File: src/rtl/regfile_sb.sv
// Register file with two combinational read ports, one write port with same-cycle
// bypass, and a per-register pending scoreboard for read-after-write hazard stalls.
module regfile_sb #(
  parameter int DW      = 16,
  parameter int NREG    = 8,
  parameter int AW      = 4,
  parameter int ZERO_R0 = 0
) (
  input  logic          CLK,
  input  logic          RSTn,
  input  logic [AW-1:0] RD_ADDR_A,
  input  logic [AW-1:0] RD_ADDR_B,
  output logic [DW-1:0] RD_DATA_A,
  output logic [DW-1:0] RD_DATA_B,
  output logic          BUSY_A,
  output logic          BUSY_B,
  input  logic          WR_EN,
  input  logic [AW-1:0] WR_ADDR,
  input  logic [DW-1:0] WR_DATA,
  input  logic          RSV_EN,
  input  logic [AW-1:0] RSV_ADDR,
  output logic [AW:0]   PEND_CNT,
  output logic          ERR
);

  logic [DW-1:0]   regs [NREG];
  logic [NREG-1:0] pending;
  logic [NREG-1:0] pend_nxt;
  logic [AW:0]     cnt_nxt;
  logic [DW-1:0]   rd_a;
  logic [DW-1:0]   rd_b;
  logic            wr_ok;
  logic            rsv_ok;
  logic            byp_a;
  logic            byp_b;
  logic            err_set;

  function automatic logic in_range(input logic [AW-1:0] a);
    return {1'b0, a} < (AW+1)'(NREG);
  endfunction

  // Address that really maps to storage: in range and not the hardwired zero register.
  function automatic logic usable(input logic [AW-1:0] a);
    return in_range(a) && !(ZERO_R0 != 0 && a == '0);
  endfunction

  function automatic logic bit_at(input logic [NREG-1:0] v, input logic [AW-1:0] a);
    logic r;
    r = 1'b0;
    for (int i = 0; i < NREG; i++)
      if (a == AW'(i)) r = v[i];
    return r;
  endfunction

  assign wr_ok  = WR_EN && usable(WR_ADDR);
  assign rsv_ok = RSV_EN && usable(RSV_ADDR);
  assign byp_a  = wr_ok && (WR_ADDR == RD_ADDR_A);
  assign byp_b  = wr_ok && (WR_ADDR == RD_ADDR_B);

  always_comb begin
    rd_a = '0;
    rd_b = '0;
    for (int i = 0; i < NREG; i++) begin
      if (RD_ADDR_A == AW'(i)) rd_a = regs[i];
      if (RD_ADDR_B == AW'(i)) rd_b = regs[i];
    end
  end

  assign RD_DATA_A = !RSTn ? '0 : byp_a ? WR_DATA : usable(RD_ADDR_A) ? rd_a : '0;
  assign RD_DATA_B = !RSTn ? '0 : byp_b ? WR_DATA : usable(RD_ADDR_B) ? rd_b : '0;
  assign BUSY_A    = RSTn && usable(RD_ADDR_A) && bit_at(pending, RD_ADDR_A) && !byp_a;
  assign BUSY_B    = RSTn && usable(RD_ADDR_B) && bit_at(pending, RD_ADDR_B) && !byp_b;

  // Reserve is applied after the write so a same-address reserve keeps the bit set.
  always_comb begin
    pend_nxt = pending;
    cnt_nxt  = '0;
    for (int i = 0; i < NREG; i++) begin
      if (wr_ok && WR_ADDR == AW'(i)) pend_nxt[i] = 1'b0;
      if (rsv_ok && RSV_ADDR == AW'(i)) pend_nxt[i] = 1'b1;
    end
    for (int i = 0; i < NREG; i++)
      cnt_nxt = cnt_nxt + (AW+1)'(pend_nxt[i]);
  end

  assign err_set = (WR_EN && !in_range(WR_ADDR))
                || (RSV_EN && !in_range(RSV_ADDR))
                || (wr_ok && !bit_at(pending, WR_ADDR))
                || (rsv_ok && bit_at(pending, RSV_ADDR) && !(wr_ok && WR_ADDR == RSV_ADDR));

  always_ff @(posedge CLK or negedge RSTn) begin
    if (!RSTn) begin
      for (int i = 0; i < NREG; i++) regs[i] <= '0;
      pending  <= '0;
      PEND_CNT <= '0;
      ERR      <= 1'b0;
    end else begin
      for (int i = 0; i < NREG; i++)
        if (wr_ok && WR_ADDR == AW'(i)) regs[i] <= WR_DATA;
      pending  <= pend_nxt;
      PEND_CNT <= cnt_nxt;
      ERR      <= ERR | err_set;
    end
  end

endmodule

File: config.mk
export PLATFORM = sky130hd
export DESIGN_NAME = regfile_sb
export DESIGN_NICKNAME = d
export VERILOG_FILES = /design/src/rtl/regfile_sb.sv
export SDC_FILE = /design/constraint.sdc
export NUM_CORES = 1
export LEC_CHECK = 0
export ABC_AREA = 1
export BUFFER_PORTS_ARGS = -buffer_cell sky130_fd_sc_hd__buf_2
export CELL_PAD_IN_SITES_DETAIL_PLACEMENT = 1
export CELL_PAD_IN_SITES_GLOBAL_PLACEMENT = 1
export CORE_MARGIN = 3
export CORE_UTILIZATION = 44
export DETAILED_ROUTE_END_ITERATION = 8
export PLACE_DENSITY = 0.86
export SYNTH_ARGS = -nofsm -noshare
export SYNTH_HDL_FRONTEND = slang
export SYNTH_SLANG_ARGS = --single-unit
export TNS_END_PERCENT = 30
File: constraint.sdc
create_clock -name CLK -period 4.2 [get_ports CLK]
set_input_delay 0.84 -clock CLK [delete_from_list [all_inputs] [get_ports CLK]]
set_output_delay 0.84 -clock CLK [all_outputs]
set_load 0.005 [all_outputs]
==> impl_metrics.csv, run 1 <==
group,metric,value,unit
status,status,"completed",
timing,max_slew.worst_pin.slew,1169,ps
setup_path,reg2reg_slack,860,ps
clock_tree,cts_htree_levels,4,
setup_path,reg2reg_depth,11,
power_and_ir_drop,p_sw_share,32.68,%
yosys,avgSynthCellArea,7.387,µm²
power_and_ir_drop,leakage,0.004408,µW
yosys,synth_seq_area_share,42.72,%
setup_path,critPathArrivalTime,4110,ps
yosys,synth_cell_types,36,
yosys,yosys-top-cells-area,"dfrtp_1, nand2_1, o21ai_0, nand3_1, a21oi_1",
yosys,synth_edf_count,0,
power_and_ir_drop,switching_power,1431,µW
setup_path,reg2reg_to,"PEND_CNT[2]",
timing,finalClockSkew,4.904,ps
place,port_buffers,74,
setup_path,cp_max_fo,7,
timing,fin_setup_tns,0,ps
global_route,grt-busiest-layer,"met2",
drt,post-route-drc-count,0,
setup_path,crit_path_frequent_cell,"fa_1",
timing,slew_violations,0,
yosys,synth.most_common_cell,"nand2_1",
clock_tree,ctsHoldBuffers,0,
timing,period_share,90.37,%
yosys,syn-instance-count,1118,
floorplan,core_area,18210,µm²
clock_tree,clkSinkCount,141,
floorplan,rows,49,
power_and_ir_drop,ir_worst_vdd,311.5,µV
drt,ant_nets,0,
global_route,grt_pass1_wl,48630,µm
setup_path,crit_path_start_kind,"input pin",
yosys,yosysTopAreaCell,"dfrtp_1",
power_and_ir_drop,p_clk_share,36.4,%
hold_path,worstHoldPathType,"input pin to asynchronous set/reset pin",
drt,vias,8631,
clock_tree,tritoncts,"yes",
finish,antenna_cells,0,
power_and_ir_drop,cellPowerDensity,463.0,nW/µm²
yosys,synth_area,8259,µm²
setup_path,endpoint_kind,"flop",
drt,dr.pass1.iters,6,
clock_tree,cts_buffers,17,
power_and_ir_drop,p_seq_share,43.3,%
yosys,synth_top_area_share,42.72,%
timing,period_needed,3795,ps
global_route,met1_usage,44.14,%
power_and_ir_drop,combPwrFrac,20.3,%
yosys,synth_seq_cells,141,
global_route,antenna_found_initial,0,
drt,finalWirelength,30400,µm
global_route,met3_usage,6.597,%
setup_path,critical_path_class,"input pin to flop",
yosys,async_flop_share,100.0,%
clock_tree,clock_latency,420,ps
setup_path,crit_slowest_cell,"fa_1",
floorplan,top_level_ports,76,
clock_tree,path_clk_slew,60,ps
clock_tree,cts_resized,0,
setup_path,critPathLaunch,"WR_ADDR[2]",
clock_tree,clk_path_buf_depth,2,
yosys,ys_warn_count,0,
timing,fmax,263.5,MHz
setup_path,r2r_start,"pending[3]",
floorplan,die-width,143.0,µm
finish,area_growth,14.50,%
timing,slew_headroom,21.96,%
setup_path,critPathCapture,"PEND_CNT[2]",
clock_tree,cts_root_buf,"clkbuf_16",
place,gp_congestion,0.9296,
clock_tree,post_cts_buffers,0,
timing,rsz0062_at_grt,"no",
global_route,grt_use_total,30.41,%
timing,setup_viol,0,
finish,drive_above_1_share,14.60,%
finish,nets,1215,
setup_path,cp.required,4510,ps
global_route,grt_pass1_vias,8799,
drt,wire_per_inst,21.50,µm
yosys,synth_common_cells,"nand2_1, o21ai_0, nand3_1",
drt,drtIter0Drc,891,
global_route,met2_usage,46.29,%
global_route,grt_max_degree,75,
flow_run,cap_violations,0,
place,place_area,8841,µm²
floorplan,die-area,20450,µm²
drt,via_per_inst,6.104,
timing,finalHoldViolCount,0,
floorplan,dieHeight,143.0,µm
setup_path,cp_cell_sequence,"buf_2, nor2_4, nand3_1, nor2_1, o21ai_0, fa_1, inv_1, fa_1, fa_1, inv_1, ha_1, inv_1, fa_1, xnor2_1",
yosys,ys.flop_type,"dfrtp_1",
power_and_ir_drop,total_power,4378,µW
yosys,syn_nets,1161,
finish,stdcell_area,9457,µm²
power_and_ir_drop,intPower,2947,µW
setup_path,max_stage_delay,610,ps
place,dp_hpwl,20270,µm
global_route,overflow,0,
floorplan,start_util,45.36,%
metrics by stage:
step | std cells | util (%) | worst slack (ps) | hold WS [ps]
2_1_floorplan | 1118 | - | 97.93 | 467.3
3_3_place_gp | 1382 | 48.55 | 153.3 | 478.2
3_5_place_dp | 1382 | 48.55 | 52.43 | 477.0
4_1_cts | 1414 | 51.93 | 454.6 | 416.3
5_1_grt | 1414 | 51.93 | 294.3 | 428.5
6_report | 1414 | 51.93 | 404.5 | 400.1
power by group through the flow:
stage	logic (µW)	clock network [µW]	registers, µW
final	890	1590	1900
after global routing	1010	1670	1920
after CTS	888	1600	1880
after detailed placement	864	0	1900
after global placement	806	0	1880
after floorplan	555	0	1830
cells by family (layout without fill, tap and decap cells):
group	Yosys count	after routing	synth area share (%)
fa+ha+maj	7	7	1.424
compound gates	272	272	16.69
xor+xnor	6	6	0.6363
simple gates	544	544	30.60
buf+inv	147	214	7.878
other cells	1	1	0.04540
flops	141	141	42.72
critical path, delay by kind of cell:
family | cells | cell delay, ps
buf+inv | 4 | 330
simple gates | 3 | 490
xor+xnor | 1 | 130
fa+ha+maj | 5 | 2160
compound gates | 1 | 160
state kept, by name, summed over array words and instances (netlist names):
signal and cells:
pending 8, ERR 1, PEND_CNT 4, regs 128
cells in the final DEF (no fill, tap or decap), types with 17 or more instances in the layout:
master,synthesis,layout
a21oi_1,98,98
buf_2,24,73
buf_4,11,33
clkbuf_16,0,17
dfrtp_1,141,141
inv_1,69,69
nand2_1,300,300
nand3_1,149,149
nand4_1,42,42
nor2_1,18,17
o21ai_0,160,160
worst min-delay path by stage:
stage	from	to	slack (ps)
global route	RSTn	regs[95]	430
global placement	ERR	ERR	480
detailed placement	ERR	ERR	480
finish	RSTn	regs[95]	400
floorplan	regs[18]	regs[18]	470
CTS	RSTn	regs[63]	420
metal layers:
metal | vias to the layer above | wire [µm]
li1 | 3875 | -
met1 | 4312 | 13640
met2 | 380 | 13660
met3 | 64 | 2507
met4 | 0 | 600
met5 | - | 0
layout make-up:
cell class | count | area [µm²]
clock buffer | 21 | 460.4
clock inverter | 11 | 155.1
fill | 2325 | 8752
inverter | 73 | 274.0
multi-input combinational | 830 | 4088
sequential | 141 | 3528
tap | 229 | 286.5
timing repair buffer | 109 | 664.4
(Power assumes the default switching activity.)
==> inputs of run 2 (changes only) <==
--- a/config.mk
+++ b/config.mk
@@ -7,12 +7,14 @@
 export LEC_CHECK = 0
 export ABC_AREA = 1
 export BUFFER_PORTS_ARGS = -buffer_cell sky130_fd_sc_hd__buf_2
+export CAP_MARGIN = 20
 export CELL_PAD_IN_SITES_DETAIL_PLACEMENT = 1
 export CELL_PAD_IN_SITES_GLOBAL_PLACEMENT = 1
 export CORE_MARGIN = 3
 export CORE_UTILIZATION = 44
 export DETAILED_ROUTE_END_ITERATION = 8
-export PLACE_DENSITY = 0.86
+export GPL_TIMING_DRIVEN = 0
+export PLACE_DENSITY_LB_ADDON = 0.3
 export SYNTH_ARGS = -nofsm -noshare
 export SYNTH_HDL_FRONTEND = slang
 export SYNTH_SLANG_ARGS = --single-unit
==> impl_metrics.csv, run 2 (synthesized netlist as in run 1, its figures left out) <==
group,metric,value,unit
status,status,"completed",
finish,largest_register,"regs",
global_route,grt_pass1_vias,8724,
clock_tree,path_clk_slew,60,ps
drt,post-route-drc-count,0,
finish,largest_reg_flops,128,
finish,drive_above_1_share,14.49,%
clock_tree,tritoncts,"yes",
timing,period_share,96.76,%
floorplan,rows,49,
setup_path,max_stage_delay,650,ps
timing,whs,370.3,ps
setup_path,crit_path_frequent_cell,"fa_1",
setup_path,endpoint_kind,"flop",
clock_tree,cts_buffers,17,
power_and_ir_drop,leakage,0.004481,µW
drt,drtIter0Drc,908,
drt,vias,8667,
floorplan,start_util,45.36,%
drt,via_per_inst,5.998,
power_and_ir_drop,p_seq_share,41.3,%
global_route,overflow,0,
setup_path,critical_path_class,"input pin to flop",
clock_tree,cts_htree_levels,4,
finish,final_cell_mix,"nand2_1, o21ai_0, nand3_1",
timing,setup_viol,0,
setup_path,reg2reg_to,"PEND_CNT[2]",
finish,register_area,3528,µm²
finish,largestRegisters,"regs x128, pending x8, PEND_CNT x4",
drt,dr.pass1.iters,6,
power_and_ir_drop,switching_power,1430,µW
global_route,grt_max_degree,93,
setup_path,cp.required,4520,ps
clock_tree,clkSinkCount,141,
finish,nets,1247,
timing,slew_violations,0,
place,gp_congestion,0.9500,
place,dp_slack,-545.6,ps
floorplan,die-width,143.0,µm
place,dp_hpwl,22800,µm
floorplan,core_area,18210,µm²
setup_path,r2r_start,"pending[0]",
power_and_ir_drop,combPwrFrac,19.2,%
timing,fmax,246.1,MHz
place,port_buffers,64,
global_route,grt_pass1_wl,49280,µm
flow_run,cap_violations,0,
timing,finalClockSkew,2.835,ps
clock_tree,cts_root_buf,"clkbuf_16",
finish,final_common_cell,"nand2_1",
power_and_ir_drop,ir_worst_vdd,308.9,µV
setup_path,crit_path_start_kind,"input pin",
setup_path,cp_max_fo,10,
floorplan,top_level_ports,76,
timing,finalWorstSetupSlack,136.2,ps
clock_tree,clock_latency,430,ps
timing,period_needed,4064,ps
power_and_ir_drop,cellPowerDensity,477.2,nW/µm²
power_and_ir_drop,p_clk_share,39.4,%
finish,fillCellCount,2321,
finish,final_util,52.99,%
power_and_ir_drop,intPower,3174,µW
setup_path,reg2reg_depth,11,
clock_tree,clk_path_buf_depth,2,
drt,ant_nets,0,
global_route,grt_use_total,31.29,%
clock_tree,ctsHoldBuffers,0,
setup_path,cp_cell_sequence,"buf_2, nor2_4, nand3_2, buf_2, nand2_1, o21ai_1, fa_1, inv_1, fa_1, fa_1, inv_1, ha_1, inv_1, fa_1, xnor2_1",
setup_path,critPathArrivalTime,4390,ps
finish,area_growth,16.82,%
setup_path,reg2reg_slack,850,ps
finish,multi_input_area,4108,µm²
timing,finalHoldViolCount,0,
floorplan,dieHeight,143.0,µm
global_route,antenna_found_initial,0,
hold_path,worstHoldPathType,"input pin to asynchronous set/reset pin",
timing,max_slew.worst_pin.slew,694.5,ps
drt,finalWirelength,31300,µm
drt,wire_per_inst,21.66,µm
timing,slew_headroom,53.70,%
power_and_ir_drop,total_power,4604,µW
power_and_ir_drop,p_sw_share,31.06,%
setup_path,crit_slowest_cell,"fa_1",
floorplan,die-area,20450,µm²
## run 2: cell types whose count changed in the layout (fill, tap and decap cells not counted), sizes merged
cell and change:
clkbuf +33, buf -2, clkinvlp +1, diode +1, inv -3, bufinv +4, clkinv -3
## run 2: layout make-up
cell class	instances	area share, %
repair buffers	67	3.826
well taps	229	2.970
clock buffers	20	4.733
multi-input cells	830	42.58
diodes	1	0.02594
flip-flops and latches	141	36.57
inverters	73	2.879
plain buffers	74	3.981
clock inverters	10	2.438
## run 2: worst max-delay path, delay by kind of cell
| family | cells | cell delay (ps) |
|---|---|---|
| buffers and inverters | 5 | 610 |
| AO/OA/AOI/OAI | 1 | 130 |
| AND/OR/NAND/NOR | 3 | 470 |
| XOR/XNOR | 1 | 130 |
| adder cells (fa/ha/maj) | 5 | 2200 |
## run 2: power by group through the flow
stage | combinational [µW] | clock, µW | sequential, µW
floorplan | 555 | 0 | 1830
global placement | 810 | 0 | 1890
detailed placement | 866 | 0 | 1900
CTS | 878 | 1820 | 1890
global route | 1020 | 1880 | 1930
finish | 886 | 1820 | 1900
## run 2: worst max path at each step
stage / from / end / cells after the start
final: WR_ADDR[2] / PEND_CNT[2] / 15
after detailed placement: WR_ADDR[0] / PEND_CNT[1] / 16
after global placement: RSTn / BUSY_B / 6
after floorplan: WR_ADDR[2] / PEND_CNT[2] / 15
after global routing: WR_ADDR[2] / PEND_CNT[2] / 15
after CTS: WR_ADDR[2] / PEND_CNT[1] / 15
## run 2: stage by stage
step / instances / cell area, µm² / TNS (ps)
global placement: 1411 / 8866 / -29710
CTS: 1442 / 9602 / 0
detailed placement: 1412 / 8900 / -1138
finish: 1445 / 9648 / 0
global route: 1444 / 9646 / -21.57
floorplan: 1118 / 8259 / 0
## run 2: what timing repair did
| item | in CTS | in global routing |
|---|---|---|
| setup buffers | 0 | 2 |
| endpoints found under the setup margin | 2 | 2 |
| pin swaps | 0 | 2 |
| gates resized for setup | 4 | 11 |
## run 2: layer usage
metal  GRT usage (%)  wire length, µm  part of all wire [%]  up-vias
met3           5.827             2263                   7.2       47
met2           49.28            14560                    47      376
met4           8.554              463                   1.5        0
li1                -                -                     -     3945
met1           44.55            14020                    45     4299
met5               0                0                     0        -
